`config.mk`:
```
export PLATFORM = sky130hd
export DESIGN_NAME = iob_fp_acc_ctrl_flat
export DESIGN_NICKNAME = d
export VERILOG_FILES = /design/src/rtl/iob_fp_acc_ctrl_pkg.sv /design/src/rtl/iob_fp_acc_ctrl_if.sv /design/src/rtl/iob_fp_acc_ctrl.sv /design/src/flat_wrapper.sv
export SDC_FILE = /design/constraint.sdc
export NUM_CORES = 1
export LEC_CHECK = 0
export CORE_UTILIZATION = 30
export CTS_BUF_LIST = sky130_fd_sc_hd__clkbuf_16
export CTS_CLUSTER_DIAMETER = 40
export DETAILED_ROUTE_END_ITERATION = 10
export SYNTH_ARGS = -nofsm -noshare
export SYNTH_HDL_FRONTEND = slang
export SYNTH_SLANG_ARGS = --single-unit
```
`constraint.sdc`:
```
create_clock -name clk_i -period 2.4 [get_ports clk_i]
set_clock_uncertainty 0.05 [all_clocks]
set_input_delay 0.48 -clock clk_i [delete_from_list [all_inputs] [get_ports clk_i]]
set_output_delay 0.48 -clock clk_i [all_outputs]
set_load 0.005 [all_outputs]
```
`src/rtl/iob_fp_acc_ctrl_pkg.sv`:
```
// Shared types and sizing helpers for the FP reduction controller.
package iob_fp_acc_pkg;

  // Controller phases: accept elements, drain partial sums, present result.
  typedef enum logic [1:0] {
    ACC   = 2'd0,
    DRAIN = 2'd1,
    OUT   = 2'd2
  } acc_state_e;

  localparam int ADD_LAT_DEF = 5;

  // In-flight counter must reach ADD_LAT+1: an issue is counted one cycle
  // before the adder samples it.
  function automatic int cnt_width(input int lat);
    return $clog2(lat + 2);
  endfunction

  localparam int CNT_W = cnt_width(ADD_LAT_DEF);

endpackage

```
`src/rtl/iob_fp_acc_ctrl_if.sv`:
```
// Element stream, adder start/done and sum stream of the reduction controller.
interface iob_fp_acc_ctrl_if #(
  parameter int DATA_W = 32
);
  logic [DATA_W-1:0] data_i;
  logic              valid_i;
  logic              last_i;
  logic              ready_o;
  logic              add_start_o;
  logic [DATA_W-1:0] add_op_a_o;
  logic [DATA_W-1:0] add_op_b_o;
  logic              add_done_i;
  logic [DATA_W-1:0] add_res_i;
  logic [DATA_W-1:0] sum_o;
  logic              sum_valid_o;
  logic              sum_ready_i;
  logic              err_o;

  // Controller side.
  modport slave (
    input  data_i, valid_i, last_i, add_done_i, add_res_i, sum_ready_i,
    output ready_o, add_start_o, add_op_a_o, add_op_b_o, sum_o, sum_valid_o, err_o
  );

  // Environment side: element source, adder and sum consumer.
  modport master (
    output data_i, valid_i, last_i, add_done_i, add_res_i, sum_ready_i,
    input  ready_o, add_start_o, add_op_a_o, add_op_b_o, sum_o, sum_valid_o, err_o
  );
endinterface

```
`src/rtl/iob_fp_acc_ctrl.sv`:
```
// Streaming FP reduction controller: pairs elements and returning partial sums
// into adder issues and emits one sum per packet.
module iob_fp_acc_ctrl
  import iob_fp_acc_pkg::*;
#(
  parameter int DATA_W  = 32,
  parameter int EXP_W   = 8,
  parameter int ADD_LAT = ADD_LAT_DEF
) (
  input  logic             clk_i,
  input  logic             arst_n_i,
  iob_fp_acc_ctrl_if.slave bus
);
  localparam int CW = cnt_width(ADD_LAT);

  if (EXP_W < 2 || EXP_W > DATA_W - 3) begin : g_exp_w_chk
    $error("iob_fp_acc_ctrl: EXP_W out of range for DATA_W");
  end

  acc_state_e        state_q;
  logic              ready_q;
  logic              start_q;
  logic [DATA_W-1:0] op_a_q, op_b_q;
  logic [DATA_W-1:0] h_q;
  logic              h_vld_q;
  logic [CW-1:0]     cnt_q;
  logic [DATA_W-1:0] sum_q;
  logic              sum_vld_q;
  logic              err_q;

  logic              r_vld, i_vld, drop, issue;
  logic [DATA_W-1:0] op_a_d, op_b_d, h_d;
  logic              h_vld_d;
  logic [CW-1:0]     cnt_d;

  // Operand pairing: a returning result is always consumed; at most one issue.
  always_comb begin
    r_vld   = bus.add_done_i && (cnt_q != '0);
    drop    = bus.add_done_i && (cnt_q == '0);
    i_vld   = bus.valid_i && ready_q;
    issue   = 1'b0;
    op_a_d  = op_a_q;
    op_b_d  = op_b_q;
    h_d     = h_q;
    h_vld_d = h_vld_q;
    if (r_vld && i_vld) begin
      issue  = 1'b1;
      op_a_d = bus.add_res_i;
      op_b_d = bus.data_i;
    end else if (r_vld && h_vld_q) begin
      issue   = 1'b1;
      op_a_d  = bus.add_res_i;
      op_b_d  = h_q;
      h_vld_d = 1'b0;
    end else if (r_vld) begin
      h_d     = bus.add_res_i;
      h_vld_d = 1'b1;
    end else if (i_vld && h_vld_q) begin
      issue   = 1'b1;
      op_a_d  = h_q;
      op_b_d  = bus.data_i;
      h_vld_d = 1'b0;
    end else if (i_vld) begin
      h_d     = bus.data_i;
      h_vld_d = 1'b1;
    end
    cnt_d = cnt_q;
    if (issue && !r_vld)      cnt_d = cnt_q + 1'b1;
    else if (!issue && r_vld) cnt_d = cnt_q - 1'b1;
  end

  // Phase FSM with registered outputs; the DRAIN exit overrides the hold update.
  always_ff @(posedge clk_i or negedge arst_n_i) begin
    if (!arst_n_i) begin
      state_q   <= ACC;
      ready_q   <= 1'b0;
      start_q   <= 1'b0;
      op_a_q    <= '0;
      op_b_q    <= '0;
      h_q       <= '0;
      h_vld_q   <= 1'b0;
      cnt_q     <= '0;
      sum_q     <= '0;
      sum_vld_q <= 1'b0;
      err_q     <= 1'b0;
    end else begin
      start_q <= issue;
      op_a_q  <= op_a_d;
      op_b_q  <= op_b_d;
      h_q     <= h_d;
      h_vld_q <= h_vld_d;
      cnt_q   <= cnt_d;
      if (drop) err_q <= 1'b1;
      case (state_q)
        ACC: begin
          if (i_vld && bus.last_i) begin
            state_q <= DRAIN;
            ready_q <= 1'b0;
          end else begin
            ready_q <= 1'b1;
          end
        end
        DRAIN: begin
          if (cnt_q == '0 && !bus.add_done_i && h_vld_q) begin
            sum_q     <= h_q;
            sum_vld_q <= 1'b1;
            h_vld_q   <= 1'b0;
            state_q   <= OUT;
          end
        end
        OUT: begin
          if (bus.sum_ready_i) begin
            sum_vld_q <= 1'b0;
            ready_q   <= 1'b1;
            state_q   <= ACC;
          end
        end
        default: state_q <= ACC;
      endcase
    end
  end

  assign bus.ready_o     = ready_q;
  assign bus.add_start_o = start_q;
  assign bus.add_op_a_o  = op_a_q;
  assign bus.add_op_b_o  = op_b_q;
  assign bus.sum_o       = sum_q;
  assign bus.sum_valid_o = sum_vld_q;
  assign bus.err_o       = err_q;

endmodule

```
`src/flat_wrapper.sv`:
```
// flat-port wrapper written by rule: the top's interface ports become plain ports
module iob_fp_acc_ctrl_flat import iob_fp_acc_pkg::*;
#(
  parameter int DATA_W  = 32,
  parameter int EXP_W   = 8,
  parameter int ADD_LAT = ADD_LAT_DEF
)
  (clk_i, arst_n_i, bus_data_i, bus_valid_i, bus_last_i, bus_add_done_i, bus_add_res_i, bus_sum_ready_i, bus_ready_o, bus_add_start_o, bus_add_op_a_o, bus_add_op_b_o, bus_sum_o, bus_sum_valid_o, bus_err_o);
  iob_fp_acc_ctrl_if #(.DATA_W(DATA_W)) bus_i ();
  input  logic clk_i;
  input  logic arst_n_i;
  input wire logic [$bits(bus_i.data_i)-1:0] bus_data_i;
  input wire logic [$bits(bus_i.valid_i)-1:0] bus_valid_i;
  input wire logic [$bits(bus_i.last_i)-1:0] bus_last_i;
  input wire logic [$bits(bus_i.add_done_i)-1:0] bus_add_done_i;
  input wire logic [$bits(bus_i.add_res_i)-1:0] bus_add_res_i;
  input wire logic [$bits(bus_i.sum_ready_i)-1:0] bus_sum_ready_i;
  output wire logic [$bits(bus_i.ready_o)-1:0] bus_ready_o;
  output wire logic [$bits(bus_i.add_start_o)-1:0] bus_add_start_o;
  output wire logic [$bits(bus_i.add_op_a_o)-1:0] bus_add_op_a_o;
  output wire logic [$bits(bus_i.add_op_b_o)-1:0] bus_add_op_b_o;
  output wire logic [$bits(bus_i.sum_o)-1:0] bus_sum_o;
  output wire logic [$bits(bus_i.sum_valid_o)-1:0] bus_sum_valid_o;
  output wire logic [$bits(bus_i.err_o)-1:0] bus_err_o;
  assign bus_i.data_i = bus_data_i;
  assign bus_i.valid_i = bus_valid_i;
  assign bus_i.last_i = bus_last_i;
  assign bus_i.add_done_i = bus_add_done_i;
  assign bus_i.add_res_i = bus_add_res_i;
  assign bus_i.sum_ready_i = bus_sum_ready_i;
  assign bus_ready_o = bus_i.ready_o;
  assign bus_add_start_o = bus_i.add_start_o;
  assign bus_add_op_a_o = bus_i.add_op_a_o;
  assign bus_add_op_b_o = bus_i.add_op_b_o;
  assign bus_sum_o = bus_i.sum_o;
  assign bus_sum_valid_o = bus_i.sum_valid_o;
  assign bus_err_o = bus_i.err_o;
  iob_fp_acc_ctrl #(.DATA_W(DATA_W), .EXP_W(EXP_W), .ADD_LAT(ADD_LAT)) u_core (.clk_i(clk_i), .arst_n_i(arst_n_i), .bus(bus_i));
endmodule
```
### Word level (Yosys, flattened, before mapping)

Index checks and enable logic that the tools add are counted.
W data, S select, Z words.

* bits in registers: 138
* input port bits: 70
* word-level logic and storage cells: 84

* add/sub/neg operators: 2
* eq/ne operators: 7
* multiplexer cells: 34
* bitwise gates (word level): 2
* reduce and logical (&&, ||, !) cells: 28

Operators with widths (count)
* $mux W32: 11
* $mux W1: 15
* $logic_and A1 B1 Y1: 11
* $reduce_bool A2 Y1: 4
* $mux W2: 3
* $mux W3: 2
* $ne A2 B1 Y1 const B: 3
* $pmux W2 S3: 1
* $reduce_and A2 Y1: 3
* $reduce_and A3 Y1: 2
* $reduce_bool A3 Y1: 2
* $pmux W1 S2: 2
* $reduce_and A4 Y1: 1
* $add A3 B1 Y3 const B: 1
* $logic_not A1 Y1: 3
* $logic_not A3 Y1: 1
* $ne A3 B3 Y1 const B: 1
* $sub A3 B1 Y3 const B: 1
* $eq A2 B1 Y1 const B: 1
* $eq A2 B2 Y1 const B: 1
* $logic_not A2 Y1: 1
* $ne A2 B2 Y1 const B: 1
* $not A1 Y1: 2

### Longest topological paths before layout

* depth in word-level cells: 10
* gate-level depth with buffers: 13

### Worst setup path before layout

Ideal clock, no wire load.

* path kind: register to register
* from: reg u_core.cnt_q[0]
* to: reg u_core.cnt_q[1]
* data arrival time: 2353 ps
* required time: 2225 ps
* path slack: -128 ps
* stages on the path, launching flop included: 11
* path buffers: 3
* clock period less this slack: 2528 ps
* cell sequence: dfrtp_1 > o31a_1 > buf_4 > mux2i_1 > buf_2 > buf_2 > inv_1 > ha_1 > inv_1 > fa_1 > mux2_2

* elaborated cells between the ends (all ways): 16

RTL lines
* from (decl): RTL line iob_fp_acc_ctrl.sv:26 `logic [CW-1:0] cnt_q;`
* from (signal assigned): RTL line iob_fp_acc_ctrl.sv:92 `cnt_q <= cnt_d;`
* $reduce_bool A3 Y1 *: RTL line iob_fp_acc_ctrl.sv:38 `r_vld = bus.add_done_i && (cnt_q != '0);`
* $logic_and A1 B1 Y1 *: RTL line iob_fp_acc_ctrl.sv:38
* $mux W1 / $logic_and A1 B1 Y1 (equally long branches): RTL line iob_fp_acc_ctrl.sv:55, iob_fp_acc_ctrl.sv:50
* $mux W1: RTL line iob_fp_acc_ctrl.sv:50 `end else if (r_vld && h_vld_q) begin`
* $mux W1 *: RTL line iob_fp_acc_ctrl.sv:46 `if (r_vld && i_vld) begin`
* net u_core.issue: RTL line iob_fp_acc_ctrl.sv:31 `logic r_vld, i_vld, drop, issue;`
* $logic_and A1 B1 Y1 *: RTL line iob_fp_acc_ctrl.sv:68 `if (issue && !r_vld) cnt_d = cnt_q + 1'b1;`
* $mux W3 *: RTL line iob_fp_acc_ctrl.sv:68
* net u_core.cnt_d[1]: RTL line iob_fp_acc_ctrl.sv:34 `logic [CW-1:0] cnt_d;`

The timed path passes the listed nets; every way through them passes the cells marked *. The select of a mux whose other input is x is not followed.
A chain may end at the register's enable or synchronous reset.

### Worst setup path after layout

* from: reg u_core.cnt_q[1]
* to: reg u_core.cnt_q[2]

* word-level cells in the longest chain between the ends: 8
* elaborated cells between the ends (all ways): 16

Ends and longest elaborated chain
* $reduce_bool A3 Y1 *: RTL line iob_fp_acc_ctrl.sv:38
* $logic_and A1 B1 Y1 *: RTL line iob_fp_acc_ctrl.sv:38
* $mux W1 / $logic_and A1 B1 Y1 (equally long branches): RTL line iob_fp_acc_ctrl.sv:55, iob_fp_acc_ctrl.sv:50
* $mux W1: RTL line iob_fp_acc_ctrl.sv:50
* $mux W1 *: RTL line iob_fp_acc_ctrl.sv:46
* net u_core.issue: RTL line iob_fp_acc_ctrl.sv:31
* $logic_not A1 Y1: RTL line iob_fp_acc_ctrl.sv:69 `else if (!issue && r_vld) cnt_d = cnt_q - 1'b1;`
* $logic_and A1 B1 Y1: RTL line iob_fp_acc_ctrl.sv:69
* $reduce_bool A2 Y1 (no line)

Marks and branches as above.

==> impl_metrics.tcl <==
set metrics [dict create \
    outcome "finished clean" \
    synthCells 570 \
    avgSynthCellArea_sq_um 10.5 \
    yosys-top-cells-area "dfrtp_1 (58%), nand2_1 (7.2%), mux2_2 (6.2%), mux2i_1 (5.5%), a31oi_1 (3.6%)" \
    p_switching_mw 1.15 \
    ant_nets 0 \
    ir_worst_vdd_uv 452 \
    fmax_mhz 450 \
    io_pins 170 \
    grtUsageTotal_pct 17.7 \
    io_buffers 169 \
    fin_ws_ns 0.178 \
    max_slew.worst_pin.slew_ns 0.449 \
    nFillCells 1885 \
    die_w_um 143 \
    maxCapViolCount 0 \
    ys_types 31 \
    setup_viol 0 \
    vias 4891 \
    crit_path_end_kind "flop" \
    ys_ff_latch 138 \
    clk_path_buf_depth 2 \
    synth_top_area_share_pct 57.7 \
    slowest_delay_ns 0.42 \
    hp-class "flop to flop" \
    power_density_nw_per_um2 583 \
    clk_latency_ns 0.42 \
    path_buf_inv 2 \
    post_route_cells_drive_above_1_share_pct 14.7 \
    nNetsFinal 830 \
    crit_required_ns 2.70 \
    comb_power_share_pct 4.3 \
    place_ws_ns -0.271 \
    routedWlPerCell_um 16.8 \
    dieArea_sq_um 20500 \
    synth_top_cell_by_area "dfrtp_1" \
    crit_path_top_delay_cell "dfrtp_1" \
    total_leakage_power_nw 4.31 \
    clk_pin_slew_ns 0.06 \
    fin_crit_ns 2.22 \
    clock-sinks 138 \
    ys_seq_area_share_pct 57.7 \
    cts-root-buf "clkbuf_16" \
    firstDrtPassIters 5 \
    synthTopCellsByCount "dfrtp_1 (138), nand2_1 (115), nor2_1 (50)" \
    synth.most_common_cell "dfrtp_1" \
    finish.utilization_pct 45.1 \
    cts_hold_buffers 1 \
    netlist_area_sq_um 5990 \
    rows 51 \
    antenna_found_initial 0 \
    post_cts_buffers 0 \
    remaining_drc_errors 0 \
    whs_ns 0.408 \
    cts_tree "built" \
    die_h_um 143 \
    initial_utilization_pct 30.7 \
    routed_wl_mm 17.4 \
    sequentialPowerShare_pct 45.3 \
    grt-ovfl-total 0 \
    drtIter0Drc 317 \
    synth-edff-count 0 \
    drv_slew 0 \
    relSlewSlack_pct 70.1 \
    grt_pass1_vias 4841 \
    dp_hpwl_mm 12.1 \
    via_per_inst 4.73 \
    start_kind "flop" \
    crit_type "flop to flop" \
    core_sq_um 19500 \
    arrival_ns 2.52 \
    multi_input_area_sq_um 2250 \
    async_reset_ff_share_pct 100 \
    rsz0062_at_grt "no" \
    cts_max_level 4 \
    grt_pass1_wl_mm 27.2 \
    ff_latch_area_sq_um 3450 \
    synth_ff_type "dfrtp_1" \
    p_total_mw 5.13 \
    crit_fanout 4 \
    crit_family "adder cells" \
    post_cts_resized 0 \
    area_delta_synth_final_pct 47.1 \
    hold_violations 0 \
    synth_fp_nets 643 \
    grt_max_degree 56 \
    post-route-period-util_pct 92.6 \
    place_congestion 0.769 \
    cts_buffers 17 \
    p_clk_share_pct 50.3 \
    synth_warnings 0 \
    n_antenna_cell 0 \
    sw_frac_of_total_pct 22.5 \
    path_cells "o31a_2 > mux2i_4 > inv_2 > ha_2 > inv_2 > fa_2 > xor2_1 > nor2_1 > xor2_1" \
    internal-power_mw 3.98 \
]
[registers in the layout, indices dropped and copies added, names as in the netlist]
signal / count
u_core.cnt_q: 3
u_core.bus.sum_o: 32
u_core.h_vld_q: 1
u_core.state_q: 2
u_core.bus.err_o: 1
u_core.bus.add_op_a_o: 32
u_core.h_q: 32
u_core.bus.ready_o: 1
u_core.bus.add_start_o: 1
u_core.bus.sum_valid_o: 1
u_core.bus.add_op_b_o: 32
[area by class of cell]
class,count,share of cell area (%)
Clock inverter,15,1.69
Timing Repair Buffer,207,23.9
Sequential cell,138,39.2
Multi-Input combinational cell,369,25.6
Clock buffer,17,4.83
Inverter,24,1.02
Tap cell,265,3.76
[metal layers]
metal / share of wire, % / global-route usage, % / vias up
met5: 0 / 0 / -
met4: 1.5 / 6.27 / 0
met3: 7.1 / 4.80 / 14
met2: 46 / 27.5 / 175
met1: 45 / 23.6 / 2358
li1: - / - / 2344
[metrics by stage]
| stage | cell area, sq um | setup TNS, ns | instances |
|---|---|---|---|
| 6_report | 8810 | 0 | 1035 |
| 5_1_grt | 8810 | 0 | 1035 |
| 4_1_cts | 8810 | 0 | 1035 |
| 3_5_place_dp | 8220 | -4.91 | 1002 |
| 3_3_place_gp | 8220 | -1.95 | 1002 |
| 2_1_floorplan | 6000 | 0 | 570 |
[path summary, 6_finish.rpt]
| kind | depth (start not counted) | from | to | slack [ns] |
|---|---|---|---|---|
| max | 9 | u_core.cnt_q[1]$_DFFE_PN0P_ | u_core.cnt_q[2]$_DFFE_PN0P_ | 0.18 |
| min | 1 | u_core.bus.err_o$_DFFE_PN0P_ | u_core.bus.err_o$_DFFE_PN0P_ | 0.41 |
| max reg2reg | 9 | u_core.cnt_q[1]$_DFFE_PN0P_ | u_core.cnt_q[2]$_DFFE_PN0P_ | 0.18 |
| min reg2reg | 1 | u_core.bus.err_o$_DFFE_PN0P_ | u_core.bus.err_o$_DFFE_PN0P_ | 0.41 |
| max in group asynchronous | 3 | arst_n_i | u_core.bus.add_op_a_o[1]$_DFFE_PN0P_ | 1.13 |
| min in group asynchronous | 2 | arst_n_i | u_core.bus.sum_o[22]$_DFFE_PN0P_ | 0.50 |
[power by group through the flow]
stage                     clock [mW]  sequential [mW]  combinational [mW]
after floorplan                    0             2.37              0.0259
after global placement             0             2.37               0.226
after detailed placement           0             2.37               0.225
after CTS                       2.64             2.33               0.228
after global routing            2.75             2.32               0.247
final                           2.58             2.33               0.223
[cells by family (layout without fill, tap and decap cells)]
logic type / count (synthesis) / after routing / share of synthesized area [%]
adder cells (fa/ha/maj): 3 / 3 / 0.752
AO/OA/AOI/OAI: 122 / 122 / 12.6
XOR/XNOR: 3 / 3 / 0.439
flip-flops: 138 / 138 / 57.7
multiplexers: 67 / 67 / 12.1
buffers and inverters: 63 / 263 / 5.08
AND/OR/NAND/NOR: 174 / 174 / 11.4
[worst register-to-register path: stages, from the launching register on]
cell and delay, ns:
dfrtp_1 0.42, o31a_2 0.41, mux2i_4 0.20, inv_2 0.06, ha_2 0.18, inv_2 0.05, fa_2 0.38, xor2_1 0.14
nor2_1 0.12, xor2_1 0.14
[cells in the final DEF (no fill, tap or decap), types with 2 or more instances in the layout]
master	netlist	final
a21o_1	2	2
a21oi_1	34	34
a222oi_1	18	18
a31oi_1	34	34
and2_2	0	2
buf_12	0	10
buf_4	3	27
bufinv_16	0	2
clkbuf_16	0	17
clkdlybuf4s50_1	0	168
clkinv_1	0	2
clkinv_2	0	3
clkinv_4	0	2
clkinvlp_4	0	3
dfrtp_1	138	138
inv_1	23	21
inv_2	1	3
inv_6	0	3
mux2_2	33	33
mux2i_1	33	32
mux2i_4	1	2
nand2_1	115	114
nor2_1	50	50
nor3_1	2	2
o21ai_0	30	30
o21ai_1	3	3
xor2_1	2	2
(Power assumes the default switching activity.)
